===== config.mk =====
export PLATFORM = sky130hd
export DESIGN_NAME = rf_write_sequencer_flat
export DESIGN_NICKNAME = d
export VERILOG_FILES = /design/src/rtl/rf_write_sequencer_if.sv /design/src/rtl/rf_write_sequencer.sv /design/src/flat_wrapper.sv
export SDC_FILE = /design/constraint.sdc
export NUM_CORES = 1
export LEC_CHECK = 0
export CORE_UTILIZATION = 25
export CTS_BUF_LIST = sky130_fd_sc_hd__clkbuf_2
export DETAILED_ROUTE_END_ITERATION = 10
export PLACE_DENSITY = 0.43
export SLEW_MARGIN = 10
export SYNTH_ARGS = -nofsm -noshare
export SYNTH_HDL_FRONTEND = slang
export SYNTH_SLANG_ARGS = --single-unit
export TNS_END_PERCENT = 10

===== constraint.sdc =====
create_clock -name CLK -period 6.85 [get_ports CLK]
set_input_delay 1.0275 -clock CLK [delete_from_list [all_inputs] [get_ports CLK]]
set_output_delay 1.0275 -clock CLK [all_outputs]
set_load 0.02 [all_outputs]

===== src/rtl/rf_write_sequencer_if.sv =====
// Write-back request/issue bundle between the pipeline sources and the
// register-file write sequencer.
interface rf_write_sequencer_if #(
    parameter int unsigned DEPTH = 4
) ();
    localparam int unsigned CNTW = $clog2(DEPTH) + 1;

    logic            WV0;
    logic [3:0]      WD0;
    logic [31:0]     WP0;
    logic            WR0;
    logic            WV1;
    logic [3:0]      WD1;
    logic [31:0]     WP1;
    logic            WR1;
    logic            HOLD;
    logic            FLUSH;
    logic [3:0]      C;
    logic [31:0]     PW;
    logic            RFLd;
    logic [15:0]     PEND;
    logic [CNTW-1:0] CNT;

    // Pipeline / register-file side.
    modport master (
        output WV0, WD0, WP0, WV1, WD1, WP1, HOLD, FLUSH,
        input  WR0, WR1, C, PW, RFLd, PEND, CNT
    );

    // Sequencer side.
    modport slave (
        input  WV0, WD0, WP0, WV1, WD1, WP1, HOLD, FLUSH,
        output WR0, WR1, C, PW, RFLd, PEND, CNT
    );
endinterface


===== src/rtl/rf_write_sequencer.sv =====
// Register-file write sequencer: merges two write-back sources into an
// in-order FIFO and issues at most one register write per clock.
module rf_write_sequencer #(
    parameter int unsigned DEPTH = 4
) (
    input logic                  CLK,
    input logic                  RST_N,
    rf_write_sequencer_if.slave  bus
);
    localparam int unsigned PTRW = $clog2(DEPTH);
    localparam int unsigned CNTW = PTRW + 1;
    localparam logic [CNTW-1:0] DEPTH_C  = CNTW'(DEPTH);
    localparam logic [CNTW-1:0] DEPTH_M1 = CNTW'(DEPTH - 1);

    logic [3:0]      dest_q [DEPTH];
    logic [31:0]     data_q [DEPTH];
    logic [PTRW-1:0] wr_ptr_q, wr_ptr_d;
    logic [PTRW-1:0] rd_ptr_q, rd_ptr_d;
    logic [PTRW-1:0] wr_ptr1;
    logic [CNTW-1:0] cnt_q, cnt_d;
    logic [3:0]      c_q, c_d;
    logic [31:0]     pw_q, pw_d;
    logic            rfld_q, rfld_d;
    logic            wr0, wr1, acc0, acc1, pop;
    logic [15:0]     pend;
    logic [PTRW-1:0] off;

    // Handshake and pop decisions; ready looks only at the registered count.
    always_comb begin
        wr0  = (cnt_q < DEPTH_C) && !bus.FLUSH;
        wr1  = ((cnt_q < DEPTH_M1) || ((cnt_q < DEPTH_C) && !bus.WV0)) && !bus.FLUSH;
        acc0 = bus.WV0 && wr0;
        acc1 = bus.WV1 && wr1;
        pop  = !bus.FLUSH && !bus.HOLD && (cnt_q != '0);
    end

    // Next-state for pointers, occupancy and the issue registers.
    always_comb begin
        wr_ptr1  = acc0 ? wr_ptr_q + PTRW'(1) : wr_ptr_q;
        wr_ptr_d = wr_ptr_q;
        rd_ptr_d = rd_ptr_q;
        cnt_d    = cnt_q;
        c_d      = c_q;
        pw_d     = pw_q;
        rfld_d   = 1'b0;
        if (bus.FLUSH) begin
            wr_ptr_d = '0;
            rd_ptr_d = '0;
            cnt_d    = '0;
        end else begin
            if (pop) begin
                c_d      = dest_q[rd_ptr_q];
                pw_d     = data_q[rd_ptr_q];
                rfld_d   = 1'b1;
                rd_ptr_d = rd_ptr_q + PTRW'(1);
            end
            wr_ptr_d = wr_ptr_q + PTRW'(acc0) + PTRW'(acc1);
            cnt_d    = cnt_q + CNTW'(acc0) + CNTW'(acc1) - CNTW'(pop);
        end
    end

    // State registers.
    always_ff @(posedge CLK or negedge RST_N) begin
        if (!RST_N) begin
            wr_ptr_q <= '0;
            rd_ptr_q <= '0;
            cnt_q    <= '0;
            c_q      <= '0;
            pw_q     <= '0;
            rfld_q   <= 1'b0;
        end else begin
            wr_ptr_q <= wr_ptr_d;
            rd_ptr_q <= rd_ptr_d;
            cnt_q    <= cnt_d;
            c_q      <= c_d;
            pw_q     <= pw_d;
            rfld_q   <= rfld_d;
        end
    end

    // FIFO storage; source 0 lands ahead of source 1 on a dual accept.
    always_ff @(posedge CLK or negedge RST_N) begin
        if (!RST_N) begin
            for (int unsigned j = 0; j < DEPTH; j++) begin
                dest_q[j] <= '0;
                data_q[j] <= '0;
            end
        end else begin
            if (acc0) begin
                dest_q[wr_ptr_q] <= bus.WD0;
                data_q[wr_ptr_q] <= bus.WP0;
            end
            if (acc1) begin
                dest_q[wr_ptr1] <= bus.WD1;
                data_q[wr_ptr1] <= bus.WP1;
            end
        end
    end

    // Pending mask: live FIFO slots (offset from head below count) plus the
    // write currently presented to the register file.
    always_comb begin
        pend = '0;
        off  = '0;
        for (int unsigned j = 0; j < DEPTH; j++) begin
            off = PTRW'(j) - rd_ptr_q;
            if ({1'b0, off} < cnt_q) begin
                pend[dest_q[j]] = 1'b1;
            end
        end
        if (rfld_q) begin
            pend[c_q] = 1'b1;
        end
    end

    assign bus.WR0  = wr0;
    assign bus.WR1  = wr1;
    assign bus.C    = c_q;
    assign bus.PW   = pw_q;
    assign bus.RFLd = rfld_q;
    assign bus.PEND = pend;
    assign bus.CNT  = cnt_q;
endmodule


===== src/flat_wrapper.sv =====
// flat-port wrapper written by rule: the top's interface ports become plain ports
module rf_write_sequencer_flat 
#(
    parameter int unsigned DEPTH = 4
)
  (CLK, RST_N, bus_WV0, bus_WD0, bus_WP0, bus_WV1, bus_WD1, bus_WP1, bus_HOLD, bus_FLUSH, bus_WR0, bus_WR1, bus_C, bus_PW, bus_RFLd, bus_PEND, bus_CNT);
  rf_write_sequencer_if #(.DEPTH(DEPTH)) bus_i ();
  input logic CLK;
  input logic RST_N;
  input wire logic [$bits(bus_i.WV0)-1:0] bus_WV0;
  input wire logic [$bits(bus_i.WD0)-1:0] bus_WD0;
  input wire logic [$bits(bus_i.WP0)-1:0] bus_WP0;
  input wire logic [$bits(bus_i.WV1)-1:0] bus_WV1;
  input wire logic [$bits(bus_i.WD1)-1:0] bus_WD1;
  input wire logic [$bits(bus_i.WP1)-1:0] bus_WP1;
  input wire logic [$bits(bus_i.HOLD)-1:0] bus_HOLD;
  input wire logic [$bits(bus_i.FLUSH)-1:0] bus_FLUSH;
  output wire logic [$bits(bus_i.WR0)-1:0] bus_WR0;
  output wire logic [$bits(bus_i.WR1)-1:0] bus_WR1;
  output wire logic [$bits(bus_i.C)-1:0] bus_C;
  output wire logic [$bits(bus_i.PW)-1:0] bus_PW;
  output wire logic [$bits(bus_i.RFLd)-1:0] bus_RFLd;
  output wire logic [$bits(bus_i.PEND)-1:0] bus_PEND;
  output wire logic [$bits(bus_i.CNT)-1:0] bus_CNT;
  assign bus_i.WV0 = bus_WV0;
  assign bus_i.WD0 = bus_WD0;
  assign bus_i.WP0 = bus_WP0;
  assign bus_i.WV1 = bus_WV1;
  assign bus_i.WD1 = bus_WD1;
  assign bus_i.WP1 = bus_WP1;
  assign bus_i.HOLD = bus_HOLD;
  assign bus_i.FLUSH = bus_FLUSH;
  assign bus_WR0 = bus_i.WR0;
  assign bus_WR1 = bus_i.WR1;
  assign bus_C = bus_i.C;
  assign bus_PW = bus_i.PW;
  assign bus_RFLd = bus_i.RFLd;
  assign bus_PEND = bus_i.PEND;
  assign bus_CNT = bus_i.CNT;
  rf_write_sequencer #(.DEPTH(DEPTH)) u_core (.CLK(CLK), .RST_N(RST_N), .bus(bus_i));
endmodule

# After elaboration in Yosys (flattened, before gate mapping)
# Index checks and enable logic that the tools add are counted.
# word_totals
out_inout_bits	58
regBits	188
input_bits	78
word_cells	119
# op_classes
bitwise_logic	8
mux	44
addsub	11
n_reduce_logical	21
order_cmp	21
# op_table
operator	n
$bwmux 128	2
$mux 128	2
$demux 32 s2	2
$mux 32	4
$mux 16	7
$bmux 32 s2	1
$or 16x16->16	4
$bwmux 16	2
$lt 4x5->1 const B	5
$demux 1 s4	5
$ge 4x1->1 const B	5
$demux 4 s2	2
$mux 4	4
$logic_and 1x1->1	14
$lt 2x3->1	4
$ge 3x3->1 const B	3
$not 2->3	3
$bmux 4 s2	1
$mux 2	4
$mux 1	7
$add 3x1->3	2
$lt 3x1->1 const B	2
$add 2x1->2	2
$add 2x1->2 const B	2
other kinds (12)	16

# Logic depth before layout (Yosys ltp)
# Gate-level depths: netlist of the first run.
# logic_depth
ltp_word	13
mapped_depth	11
ltp_nobuf	8

# Worst setup path after synthesis of the first run
# Ideal clock, no wire load.
# synth_path
path_kind	flip-flop to output port
from	register u_core.rd_ptr_q[1]
to	output bus_PEND[12]
slack_ns	2.916
n_path_buf	2
stages_incl_launch_ff	10
arrival_ns	2.907
required_ns	5.822
cell_sequence	dfrtp_1 clkbuf_1 clkbuf_1 xor2_1 inv_1 ha_1 nor2b_1 a2111oi_0 a22oi_1 nand3_1
# synth_via
elab_chain_cells	11
word_cells_on_any_way	17
classes_between	add/sub (4); order compare (4); mux (5); bitwise (4)
# synth_lines
element	line	rtl
from (decl)	rf_write_sequencer.sv:18	logic [PTRW-1:0] rd_ptr_q, rd_ptr_d;
from (signal assigned)	rf_write_sequencer.sv:73	rd_ptr_q <= rd_ptr_d;
$sub 1x2->2	rf_write_sequencer.sv:106	off = PTRW'(j) - rd_ptr_q;
$lt 2x3->1	rf_write_sequencer.sv:107	if ({1'b0, off} < cnt_q) begin
$mux 16	rf_write_sequencer.sv:107	
$or 16x16->16 (no line)	-	
$mux 16	rf_write_sequencer.sv:107	
$or 16x16->16 (no line)	-	
$mux 16	rf_write_sequencer.sv:107	
$or 16x16->16 (no line)	-	
$mux 16 *	rf_write_sequencer.sv:107	
$or 16x16->16 (no line)	-	
$mux 16 *	rf_write_sequencer.sv:111	if (rfld_q) begin
to (decl)	flat_wrapper.sv:23	output wire logic [$bits(bus_i.PEND)-1:0] bus_PEND;
# Mark *: on every way between the ends. The rest lies on a longest branch, timed or not.

# Worst setup path in the final report of the first run
# layout_path
from	register u_core.rd_ptr_q[0]
to	output bus_PEND[13]
# Same word-level chain as after synthesis.

==> results of run 1 <==
-- registers in the layout, indices dropped and copies added (netlist names) --
register         flops
u_core.bus.C         4
u_core.data_q      128
u_core.bus.PW       32
u_core.wr_ptr_q      2
u_core.bus.RFLd      1
u_core.dest_q       16
u_core.bus.CNT       3
u_core.rd_ptr_q      2
-- per-layer routing --
metal	track usage	vias up
met5	0	-
met4	0.03171	0
met3	0.02379	24
met2	0.2533	159
met1	0.2096	3814
li1	-	3413
-- synthesized netlist by cell type (all sizes together) --
master | number | share of area
nand2b | 11 | 0.0064
o311ai | 2 | 0.0016
nor4b | 2 | 0.0016
xor2 | 2 | 0.0016
nor4 | 1 | 0.00058
o32a | 2 | 0.0019
nand2 | 121 | 0.042
a2111oi | 6 | 0.0049
buf | 42 | 0.023
a31oi | 2 | 0.0012
nor2 | 15 | 0.0052
and2 | 7 | 0.0041
nand4 | 3 | 0.0017
nor3b | 2 | 0.0024
a22oi | 17 | 0.012
and3 | 5 | 0.0029
o21ai | 9 | 0.0049
o22ai | 1 | 0.00058
nor3 | 7 | 0.0033
o31ai | 1 | 0.00070
mux4 | 36 | 0.075
a32oi | 4 | 0.0033
a221oi | 1 | 0.00081
ha | 10 | 0.012
xnor2 | 1 | 0.00081
a31o | 1 | 0.00081
nand3 | 27 | 0.013
clkbuf | 15 | 0.0052
o21a | 1 | 0.00070
fa | 3 | 0.0056
dfrtp | 188 | 0.44
a21oi | 2 | 0.0020
inv | 21 | 0.0073
nor2b | 19 | 0.011
o2111a | 3 | 0.0031
a211oi | 1 | 0.00070
mux2 | 283 | 0.30
o2111ai | 3 | 0.0024
or3 | 3 | 0.0022
-- area by class of cell --
cell class / count / area [um2] / area share
diodes: 1 / 2.502 / 0.0001941
clock buffers: 19 / 95.09 / 0.007374
clock inverters: 13 / 163.9 / 0.01271
inverters: 21 / 78.83 / 0.006113
multi-input cells: 614 / 5720 / 0.4436
flip-flops and latches: 188 / 4710 / 0.3652
well taps: 539 / 674.4 / 0.05230
repair buffers: 146 / 1450 / 0.1125
-- worst max-delay path, cell delays in order (launching register included) --
cell and delay (ns):
sky130_fd_sc_hd__dfrtp_4 0.47, sky130_fd_sc_hd__buf_4 0.72, sky130_fd_sc_hd__a211oi_1 0.28, sky130_fd_sc_hd__nor4b_1 0.70
sky130_fd_sc_hd__a31oi_1 0.21, sky130_fd_sc_hd__o311ai_0 0.17, sky130_fd_sc_hd__clkdlybuf4s50_1 0.70
-- power by group --
part           switching (mW)  total [mW]  internal (mW)
Combinational            1.13        2.56           1.44
Clock                   0.419       0.629          0.210
Sequential              0.398        2.04           1.64
-- worst max-delay path by stage --
stage	end	slack (ns)	depth (start not counted)
after global routing	bus_PEND[7]	1.41	6
after detailed placement	u_core.bus.CNT[2]	1.67	8
after CTS	bus_PEND[6]	1.48	7
final	bus_PEND[13]	1.80	6
after floorplan	bus_PEND[12]	2.92	9
after global placement	u_core.bus.CNT[2]	1.73	8
-- through the flow --
step	power, mW	cells	hold slack, ns
4_1_cts	5.286	1540	0.2074
3_3_place_gp	4.605	1508	0.4685
2_1_floorplan	3.783	880	0.5667
6_report	5.226	1541	0.2748
3_5_place_dp	4.643	1508	0.4689
5_1_grt	5.630	1541	0.2189
-- logic make-up (layout without fill, tap and decap cells) --
group,Yosys count,after routing,synth area share
XOR/XNOR,3,3,0.002439
multiplexers,319,319,0.3710
flip-flops,188,188,0.4367
AND/OR/NAND/NOR,223,223,0.09616
buffers and inverters,78,199,0.03519
AO/OA/AOI/OAI,56,56,0.04134
adder cells (fa/ha/maj),13,13,0.01719
other,0,1,0
==> impl_metrics.py, run 1 <==
metrics = {
    "sta": {
        "rsz0062_at_grt": "no",
        "max_freq_mhz": 197.9,
        "max-slew-margin-rel": 0.2739,
        "timing.final.crit_share": 0.7376,
        "max_slew.worst_pin.slew_ns": 1.085,
        "min_period_ns": 5.053,
        "endpoints_failing_hold": 0,
        "report.final.slew_viol_count": 0,
        "postLayoutSetupSlackWorst_ns": 1.797,
        "fin_tns_setup_ns": 0,
        "largest_clock_skew_in_the_final_design_ns": 0.06342,
        "timing.final.setup_violations": 0,
    },
    "floorplan": {
        "initial_core_util": 0.2551,
        "floorplan.io_pins": 136,
        "core_rows": 75,
        "die_width_um": 209.6,
        "coreArea_um2": 42230,
        "chipHeight_um": 209.6,
        "die_area_um2": 43930,
    },
    "routing": {
        "route.final.wire_length_mm": 32.34,
        "drcViolationCount": 0,
        "wire_per_inst_um": 20.99,
        "met3_wirelength_mm": 1.069,
        "detailroute.wirelength.met2_mm": 15.52,
        "drt_first_iter_violations": 411,
        "route.top_layer_used": "met4",
        "antenna_left": 0,
        "via_count": 7410,
        "avgViaCountPerCell": 4.809,
        "detail_route.wirelength.met1_mm": 15.42,
        "drt_first_pass_iters": 4,
    },
    "finish": {
        "final_common_cell": "sky130_fd_sc_hd__mux2_2",
        "final_design_area_no_fill_um2": 12890,
        "drive_gt1_frac": 0.3696,
        "area.growth.synth_to_final_pct": 19.68,
        "final_core_utilization": 0.3054,
        "most_frequent_cells_in_the_layout": "sky130_fd_sc_hd__mux2_2, sky130_fd_sc_hd__dfrtp_1, sky130_fd_sc_hd__clkdlybuf4s50_1",
        "layout.filler_cells": 4349,
        "final_net_count": 1079,
    },
    "synthesis": {
        "synth_warn": 0,
        "avgSynthCellArea_um2": 12.24,
        "syn_nets": 971,
        "synth.cell_area_um2": 10770,
        "netlist_instances": 880,
        "yosysSeqAreaShare": 0.4367,
        "synth_seq_cells": 188,
        "ys_types": 48,
    },
    "clock_tree": {
        "ctsRootBufferMaster": "sky130_fd_sc_hd__clkbuf_2",
        "cts_buffers": 17,
        "post_cts_resized": 0,
        "tritoncts_clock_tree": "yes",
        "cts.clk_slew.worst_paths_ns": 0.27,
        "ctsHtreeMaxLevel": 4,
        "numClockSinks": 188,
        "cts_hold_buf": 0,
        "worstSkewPairLatency_ns": 0.82,
        "clk_path_buf_depth": 2,
        "post_cts_buffers": 0,
    },
    "worst_hold_path": {
        "hold_class": "in2async",
    },
    "pwr": {
        "total_leakage_power_nw": 5.228,
        "vdd.ir_drop.worst_mv": 0.1272,
        "cellPowerDensity_nw_per_um2": 405.3,
    },
    "run": {
        "maxCapViolCount": 0,
    },
    "critical_path": {
        "timing_worst_setup_path_type": "reg2out",
        "setup.worst_path.start": "u_core.rd_ptr_q[0]",
        "regToRegEndpoint": "u_core.bus.CNT[2]",
        "worst_ep_arrival_time_ns": 4.03,
        "critPathLaunchType": "flop",
        "timing.critical_path.required_ns": 5.82,
        "ff2ff_path_depth": 8,
        "worst_r2r_startpoint": "u_core.bus.CNT[2]",
        "rrSetupSlack_ns": 2.64,
        "path_max_fanout": 44,
        "worstSetupEndpointType": "output pin",
    },
    "run_status": {
        "run_status": "finished, final reports clean",
    },
    "place": {
        "io_buffer_count": 135,
        "preCtsSetupSlack_ns": 1.670,
        "area_after_detailed_placement_um2": 12630,
        "gpl_wtd_cong": 0.8250,
        "hpwl_detailed_mm": 21.14,
    },
    "grt": {
        "first_global_vias": 7819,
        "grt_start_max_net_pins": 99,
        "global_route.usage.total": 0.1525,
        "antenna_found_initial": 1,
        "global_route_wire_length_before_repair_mm": 50.38,
        "globalRouteOverflowTotal": 0,
    },
}
No activity file was read; power rests on OpenSTA's default activity.
==> run 2, diff against run 1 <==
clock period = 4.8 ns   (was 6.85 ns; I/O delays follow)
==> run 2 against run 1 <==
Die area is the same. Flip-flop and latch count is the same. Worst hold slack better by 0.22 ns. First-iteration DRC count is 17% lower. Core utilization up 0.23 points. Sequential power increased by 43%. Sequential share of layout area is 0.26 points lower. Largest power group unchanged.
==> impl_metrics.py, run 2 (synthesis results as in run 1) <==
metrics = {
    "sta": {
        "timing.final.crit_share": 0.9195,
        "max_freq_mhz": 226.6,
        "largest_clock_skew_in_the_final_design_ns": 0.06085,
        "fin_tns_setup_ns": 0,
        "timing.final.setup_violations": 0,
        "min_period_ns": 4.413,
        "max-slew-margin-rel": 0.3193,
        "rsz0062_at_grt": "no",
        "endpoints_failing_hold": 0,
        "report.final.slew_viol_count": 0,
        "max_slew.worst_pin.slew_ns": 1.021,
    },
    "pwr": {
        "design_power_total_mw": 7.336,
        "vdd.ir_drop.worst_mv": 0.1664,
        "cellPowerDensity_nw_per_um2": 564.7,
        "total_leakage_power_nw": 5.276,
    },
    "finish": {
        "drive_gt1_frac": 0.3739,
        "register_area_um2": 4712,
        "area.growth.synth_to_final_pct": 20.59,
        "largest_register_ff_count": 128,
        "final_common_cell": "sky130_fd_sc_hd__mux2_2",
        "footprint_of_the_multi_input_gates_um2": 5713,
        "layout.filler_cells": 4346,
        "final_net_count": 1092,
        "final_design_area_no_fill_um2": 12990,
        "max_flop_register": "u_core.data_q",
        "most_frequent_cells_in_the_layout": "sky130_fd_sc_hd__mux2_2, sky130_fd_sc_hd__dfrtp_1, sky130_fd_sc_hd__clkdlybuf4s50_1",
    },
    "floorplan": {
        "initial_core_util": 0.2551,
        "die_area_um2": 43930,
        "floorplan.io_pins": 136,
        "coreArea_um2": 42230,
        "core_rows": 75,
        "chipHeight_um": 209.6,
        "die_width_um": 209.6,
    },
    "routing": {
        "via_count": 7409,
        "drt_first_iter_violations": 340,
        "drt_first_pass_iters": 5,
        "route.final.wire_length_mm": 32.77,
        "wire_per_inst_um": 21.12,
        "avgViaCountPerCell": 4.774,
        "antenna_left": 0,
        "drcViolationCount": 0,
    },
    "place": {
        "io_buffer_count": 135,
        "gpl_wtd_cong": 0.9023,
        "area_after_detailed_placement_um2": 12780,
        "hpwl_detailed_mm": 21.13,
    },
    "critical_path": {
        "worst_ep_arrival_time_ns": 3.69,
        "rrSetupSlack_ns": 1.69,
        "setup.worst_path.start": "u_core.rd_ptr_q[1]",
        "worst_r2r_startpoint": "u_core.bus.CNT[2]",
        "path_max_fanout": 11,
        "timing.critical_path.required_ns": 4.08,
        "worstSetupEndpoint": "bus_PEND[15]",
        "regToRegEndpoint": "u_core.data_q[104]",
        "timing_worst_setup_path_type": "reg2out",
        "worstSetupEndpointType": "output pin",
        "critPathLaunchType": "flop",
        "ff2ff_path_depth": 5,
    },
    "clock_tree": {
        "cts_buffers": 17,
        "numClockSinks": 188,
        "ctsHtreeMaxLevel": 4,
        "cts.clk_slew.worst_paths_ns": 0.28,
        "clk_path_buf_depth": 2,
        "ctsRootBufferMaster": "sky130_fd_sc_hd__clkbuf_2",
        "tritoncts_clock_tree": "yes",
        "worstSkewPairLatency_ns": 0.81,
    },
    "grt": {
        "first_global_vias": 7893,
        "globalRouteOverflowTotal": 0,
        "global_route_wire_length_before_repair_mm": 51.41,
        "antenna_found_initial": 4,
        "global_route.usage.total": 0.1550,
        "grt_start_max_net_pins": 118,
    },
    "run_status": {
        "run_status": "finished, final reports clean",
    },
    "run": {
        "maxCapViolCount": 0,
    },
    "worst_hold_path": {
        "hold_class": "reg2reg",
    },
}
==> run 2: how the worst min path moves through the flow <==
stage                            startpoint                 end  slack [ns]  depth (start not counted)
after floorplan                       RST_N   u_core.bus.CNT[0]        0.42                          0
after global placement    u_core.bus.PW[29]   u_core.bus.PW[29]        0.46                          2
after detailed placement  u_core.bus.PW[15]   u_core.bus.PW[15]        0.46                          2
after CTS                         bus_FLUSH  u_core.wr_ptr_q[1]        0.47                          3
after global routing              bus_FLUSH  u_core.wr_ptr_q[0]        0.48                          3
final                     u_core.bus.PW[31]   u_core.bus.PW[31]        0.50                          2
==> run 2: cell type report <==
| cell class | count | area share |
|---|---|---|
| Inverter | 21 | 0.006067 |
| Tap cell | 539 | 0.05191 |
| Clock buffer | 20 | 0.007704 |
| Sequential cell | 188 | 0.3627 |
| Multi-Input combinational cell | 614 | 0.4397 |
| Timing Repair Buffer | 159 | 0.1257 |
| Clock inverter | 9 | 0.005874 |
| Antenna cell | 2 | 0.0003852 |
==> run 2: metrics by stage <==
step	cells	hold WS [ns]	util	worst slack (ns)
after floorplan	880	0.4244	-	1.173
after global placement	1519	0.4620	0.3027	1.036
after detailed placement	1519	0.4622	0.3027	1.012
after CTS	1549	0.4669	0.3072	0.1339
after global routing	1551	0.4779	0.3076	0.03837
final	1552	0.4987	0.3077	0.3866
==> run 2: metal layers <==
layer  track usage  wire length [um]  vias to the layer above
li1              -                 -                     3422
met1        0.2174             15830                     3782
met2        0.2463             15190                      163
met3       0.03008              1251                       38
met4       0.03473               478                        4
met5             0                22                        -
==> run 2: worst max-delay path, stage by stage (launching register included) <==
cell and delay (ns):
sky130_fd_sc_hd__dfrtp_4 0.64, sky130_fd_sc_hd__inv_1 0.07, sky130_fd_sc_hd__ha_1 0.31, sky130_fd_sc_hd__a211oi_1 0.50, sky130_fd_sc_hd__nor3_1 0.18, sky130_fd_sc_hd__a31o_2 0.30
sky130_fd_sc_hd__or3_1 0.34, sky130_fd_sc_hd__clkdlybuf4s50_1 0.55
==> run 2: timing repair <==
| item | CTS | global route |
|---|---|---|
| pin swaps | 0 | 0 |
| hold endpoints to repair | 35 | 0 |
| hold buffers | 1 | 0 |
| gates cloned | 0 | 0 |
| buffers inserted | 0 | 1 |
| setup endpoints to repair | 1 | 6 |
| gates resized for setup | 1 | 0 |
==> run 2: report_power, final <==
| part | total [mW] | internal [mW] | switching (mW) | leakage (nW) |
|---|---|---|---|---|
| registers | 2.91 | 2.34 | 0.569 | 2.30 |
| logic | 3.70 | 2.09 | 1.60 | 2.86 |
| clock network | 0.729 | 0.178 | 0.551 | 0.116 |
| total | 7.34 | 4.61 | 2.73 | 5.28 |
